**src/rtl/serial_subtractor.sv**
```systemverilog
// Bit-serial subtractor: diff = a_in - b_in - bin, one bit per clock, LSB first, valid/ready on both sides.
// Build option SERIAL_SUB_SAT_EN: when defined, a borrowing result presents diff = 0 (floor saturation).
`timescale 1ns/1ps
module serial_subtractor #(
  parameter int WIDTH = 8
) (
  input  logic             clk,
  input  logic             rst,
  input  logic             in_valid,
  output logic             in_ready,
  input  logic [WIDTH-1:0] a_in,
  input  logic [WIDTH-1:0] b_in,
  input  logic             bin,
  output logic             out_valid,
  input  logic             out_ready,
  output logic [WIDTH-1:0] diff,
  output logic             bout,
  output logic             busy
);

  localparam int CNT_W = (WIDTH > 2) ? $clog2(WIDTH) : 1;

  typedef enum logic [1:0] {
    IDLE  = 2'd0,
    SHIFT = 2'd1,
    DONE  = 2'd2
  } state_t;

  state_t             state_r;
  state_t             state_next_s;
  logic [WIDTH-1:0]   a_r;
  logic [WIDTH-1:0]   b_r;
  logic [WIDTH-1:0]   diff_r;
  logic               br_r;
  logic [CNT_W-1:0]   cnt_r;
  logic               in_ready_r;
  logic               out_valid_r;
  logic               busy_r;
  logic               bout_r;
  logic [1:0]         fs_s;
  logic               accept_s;
  logic               last_s;
  logic [WIDTH-1:0]   diff_shift_s;

  // Full-subtractor cell: returns {borrow_out, difference_bit}.
  function automatic logic [1:0] full_sub(input logic a, input logic b, input logic br);
    full_sub = {(~a & b) | (~(a ^ b) & br), a ^ b ^ br};
  endfunction

  assign fs_s         = full_sub(a_r[0], b_r[0], br_r);
  assign accept_s     = in_valid && in_ready_r;
  assign last_s       = (cnt_r == CNT_W'(WIDTH - 1));
  assign diff_shift_s = {fs_s[0], diff_r[WIDTH-1:1]};

  assign in_ready  = in_ready_r;
  assign out_valid = out_valid_r;
  assign busy      = busy_r;
  assign diff      = diff_r;
  assign bout      = bout_r;

  // Next-state selection for the IDLE -> SHIFT -> DONE sequence.
  always_comb begin
    state_next_s = state_r;
    case (state_r)
      IDLE: begin
        if (accept_s) state_next_s = SHIFT;
        else          state_next_s = IDLE;
      end
      SHIFT: begin
        if (last_s) state_next_s = DONE;
        else        state_next_s = SHIFT;
      end
      DONE: begin
        if (out_ready) state_next_s = IDLE;
        else           state_next_s = DONE;
      end
      default: state_next_s = IDLE;
    endcase
  end

  // State, datapath and registered handshake outputs.
  always_ff @(posedge clk) begin
    if (rst) begin
      state_r     <= IDLE;
      in_ready_r  <= 1'b1;
      out_valid_r <= 1'b0;
      busy_r      <= 1'b0;
      diff_r      <= {WIDTH{1'b0}};
      bout_r      <= 1'b0;
      a_r         <= {WIDTH{1'b0}};
      b_r         <= {WIDTH{1'b0}};
      br_r        <= 1'b0;
      cnt_r       <= {CNT_W{1'b0}};
    end else begin
      state_r     <= state_next_s;
      // Handshake flags follow the state being entered so they are valid in that state's first cycle.
      in_ready_r  <= (state_next_s == IDLE);
      out_valid_r <= (state_next_s == DONE);
      busy_r      <= (state_next_s != IDLE);
      case (state_r)
        IDLE: begin
          if (accept_s) begin
            a_r    <= a_in;
            b_r    <= b_in;
            br_r   <= bin;
            cnt_r  <= {CNT_W{1'b0}};
            bout_r <= 1'b0;
          end
        end
        SHIFT: begin
          a_r   <= {1'b0, a_r[WIDTH-1:1]};
          b_r   <= {1'b0, b_r[WIDTH-1:1]};
          br_r  <= fs_s[1];
          cnt_r <= cnt_r + CNT_W'(1);
          if (last_s) begin
            bout_r <= fs_s[1];
`ifdef SERIAL_SUB_SAT_EN
            diff_r <= fs_s[1] ? {WIDTH{1'b0}} : diff_shift_s;
`else
            diff_r <= diff_shift_s;
`endif
          end else begin
            diff_r <= diff_shift_s;
          end
        end
        DONE: begin
          diff_r <= diff_r;
        end
        default: begin
          diff_r <= diff_r;
        end
      endcase
    end
  end

endmodule

```
**config.mk**
```make
export PLATFORM = sky130hd
export DESIGN_NAME = serial_subtractor
export DESIGN_NICKNAME = d
export VERILOG_FILES = /design/src/rtl/serial_subtractor.sv
export SDC_FILE = /design/constraint.sdc
export NUM_CORES = 1
export LEC_CHECK = 0
export ABC_AREA = 1
export CAP_MARGIN = 10
export CORE_MARGIN = 2
export CORE_UTILIZATION = 40
export CTS_CLUSTER_DIAMETER = 120
export DETAILED_ROUTE_END_ITERATION = 8
export PLACE_DENSITY = 0.71
export SLEW_MARGIN = 25
export SYNTH_ARGS = -nofsm -noshare
export SYNTH_HDL_FRONTEND = slang
export SYNTH_SLANG_ARGS = --single-unit
```
**constraint.sdc**
```tcl
create_clock -name clk -period 1.5 [get_ports clk]
set_clock_uncertainty 0.2 [all_clocks]
set_input_delay 0.3 -clock clk [delete_from_list [all_inputs] [get_ports clk]]
set_output_delay 0.3 -clock clk [all_outputs]
set_load 0.1 [all_outputs]
```
==> out/qor.txt <==
Clk sinks - 34
Worst skew pair latency - 0.28 ns
Mapped cell area - 1670 um^2
CP Capture Type - register
Avg WL per Cell - 10.1 um
Final count of hold timing violations - 0
Post-synthesis simple-gate area fraction - 36.4%
Share of layout cells above drive strength 1 - 14.2%
Post-synthesis instance total - 243
Placed cells - 318
Cell area power density - 1110 nW/um^2
Final Cell Area - 2230 um^2
Reg2reg setup slack - 0.08 ns
RSZ-0062 raised after global routing - no
Final slew viol count - 0
DRC viols - 0
Vias in the first global route - 1,356
Worst path arrival time - 1.39 ns
DR WL met3 - 110 um
Initial Util - 41.7%
FF-to-FF End - diff[7]$_SDFFE_PP0P_
Final hold slack - 0.263 ns
Top Metal Used - met4
CTS buffer count - 5
Worst r2r src - b_r[0]$_SDFFE_PP0P_
Internal - 1.64 mW
Synth Area per Inst - 6.86 um^2
Hold Startpoint - cnt_r[0]$_SDFFE_PP0P_
DR vias/cell - 4.53
Largest net degree at the start of global routing - 23
1st-iter DRT viols - 36
# port buffers - 32
IO Count - 33
Critical path class - reg2reg
Min-Delay Endpoint - cnt_r[0]$_SDFFE_PP0P_
Die height - 68.6 um
Vias - 1,471
Worst-path clk slew - 0.07 ns
Sw frac - 33.9%
Sequential Power Share - 42.6%
Nets - 299
Xor/xnor share of the synthesized area - 0%
Max-Cap Viols - 0
WHS Path Cells - 1
Met2 routed WL - 1480 um
Core area - 4000 um^2
Dpl cell area - 2140 um^2
Rows - 23
Status - completed
Drt total wl - 3300 um
CP Launch Type - register
Final setup viols - 0
Total GRT Usage - 15.9%
Max VDD drop - 0.588 mV
Remaining global-route overflow - 0
CP Max Fanout - 2
Post-Syn Nets - 267
Routability congestion estimate - 0.784
Area Growth Syn to Fin - 33.8%
Min Tclk post-route - 1.42 ns
Dominant combinational cell family by area after synthesis - simple AND/OR/NAND/NOR gates
Req. time, crit path - 1.47 ns
Htree depth - 2
Library cells used by synthesis - 20
Non-filler cells, final - 325
Slowest-stage cell, CP - fa_2
Final cycle utilization of the critical path - 94.6%
Worst path max stage delay - 0.46 ns
Multi-input gate area - 752 um^2
Sequential area share after synthesis - 40.8%
Ant diodes - 0
Crit-path cells - inv_1 > fa_2 > o21ai_0 > nor2_1
CP top delay family - adder cells
Reg2reg path depth - 4
Mux cell area share after synthesis - 0%
Antenna violations before repair - 0
Clk root buf - clkbuf_8
Synth Area in Adders - 2.70%
Synth Area in Compound Gates - 5.56%
Post-CTS Setup Repair Bufs - 0
Normalized max-slew margin - 69.1%
First-pass GRT wire length - 5580 um
HP Class - reg2reg
Synthesis-stage register bit count - 34
Filler cell count - 402
Tot Pwr - 2.48 mW
Fmax - 0.705 GHz
Clock power frac - 25.1%
Die Span X - 68.6 um
Leak - 1.07 nW
Max clock buf depth - 2
DPL Wire Length - 2250 um
Worst-Margin Slew - 0.463 ns
Critical path buffers and inverters - 1
Total iterations of the first detailed-routing run - 4
Met1 wire length - 1660 um
YS warnings - 0
Die area - 4700 um^2
CTS tree - yes
FF+latch area - 686 um^2
Routed Antenna Nets - 0
P_sw - 0.840 mW
Comb pwr share - 32.3%
[cells in the final DEF (no fill, tap or decap)]
master / Yosys / final
nand2_2: 1 / 1
nand3b_1: 2 / 2
nand2_1: 54 / 54
clkbuf_1: 2 / 2
a21o_1: 1 / 1
ha_1: 2 / 2
fa_2: 0 / 1
clkbuf_8: 0 / 5
buf_12: 0 / 14
nand2_4: 1 / 1
buf_4: 9 / 11
o21ai_0: 11 / 11
clkdlybuf4s50_1: 0 / 20
nand3_1: 37 / 37
nor2_4: 0 / 1
a21oi_1: 6 / 6
clkinv_1: 1 / 1
dfxtp_1: 34 / 32
inv_1: 20 / 20
inv_2: 3 / 3
dfxtp_2: 0 / 1
nor2_1: 48 / 48
dfxtp_4: 0 / 1
[state kept, by name (all words and copies together) (netlist names)]
signal,cells
br_r,1
cnt_r,3
b_r,8
busy,1
bout,1
in_ready,1
out_valid,1
a_r,8
state_r,2
diff,8
[per-layer routing]
metal / up-vias / GRT usage [%]
met5: - / 0
met4: 0 / 5.25
met2: 20 / 27.0
met3: 6 / 4.87
li1: 810 / -
met1: 635 / 18.9
[power groups by stage]
stage	combinational (mW)	sequential, mW	clock (mW)
global route	0.884	1.07	0.676
global placement	0.796	1.08	0
CTS	0.805	1.06	0.640
detailed placement	0.801	1.08	0
floorplan	0.504	1.13	0
finish	0.802	1.06	0.622
[synthesized netlist by cell type]
| cell type | count | share of area [%] |
|---|---|---|
| o21ai_0 | 11 | 3.3 |
| buf_4 | 9 | 4.1 |
| clkinv_1 | 1 | 0.23 |
| nand2_2 | 1 | 0.38 |
| a21o_1 | 1 | 0.45 |
| nand2_1 | 54 | 12 |
| ha_1 | 2 | 1.5 |
| a21oi_1 | 6 | 1.8 |
| dfxtp_1 | 34 | 41 |
| buf_6 | 5 | 3.4 |
| inv_2 | 3 | 0.68 |
| nor2_2 | 1 | 0.38 |
| inv_1 | 20 | 4.5 |
| clkbuf_1 | 2 | 0.45 |
| nand3_1 | 37 | 11 |
| nand3b_1 | 2 | 0.90 |
| fa_1 | 1 | 1.2 |
| nor2_1 | 48 | 11 |
| nand2_4 | 1 | 0.68 |
| buf_2 | 4 | 1.2 |
[worst max-delay path by stage]
stage,startpoint,endpoint,depth (start not counted)
finish,b_r[0]$_SDFFE_PP0P_,diff[7]$_SDFFE_PP0P_,4
global route,state_r[0]$_SDFF_PP0_,a_r[4]$_SDFFE_PP0P_,7
CTS,b_r[0]$_SDFFE_PP0P_,diff[7]$_SDFFE_PP0P_,4
detailed placement,in_valid,b_r[4]$_SDFFE_PP0P_,5
global placement,in_valid,b_r[0]$_SDFFE_PP0P_,5
floorplan,bout$_SDFFE_PP0P_,bout$_SDFFE_PP0P_,4
[stage by stage]
| step | setup slack, ns | setup TNS, ns | util (%) |
|---|---|---|---|
| 2_1_floorplan | 0.00333 | 0 | - |
| 3_3_place_gp | -0.176 | -3.63 | 53.6 |
| 3_5_place_dp | -0.187 | -3.81 | 53.6 |
| 4_1_cts | 0.0718 | 0 | 55.5 |
| 5_1_grt | 0.0132 | 0 | 55.7 |
| 6_report | 0.0814 | 0 | 55.7 |
[cell type report]
type / count / share of cell area, %
inverter: 24 / 4.04
timing repair buffer: 45 / 25.3
tap: 50 / 2.81
sequential: 34 / 30.8
clock buffer: 7 / 3.42
multi-input combinational: 165 / 33.7
[timing repair]
item	4_1_cts	5_1_grt
hold buffers	0	0
resized for setup	0	3
setup endpoints to repair	0	2
[cell families after synthesis]
group,after synthesis
AO/OA/AOI/OAI,18
adder cells (fa/ha/maj),3
buffers and inverters,44
flip-flops,34
AND/OR/NAND/NOR,144
Note: power is estimated with default switching activity, not from simulation.
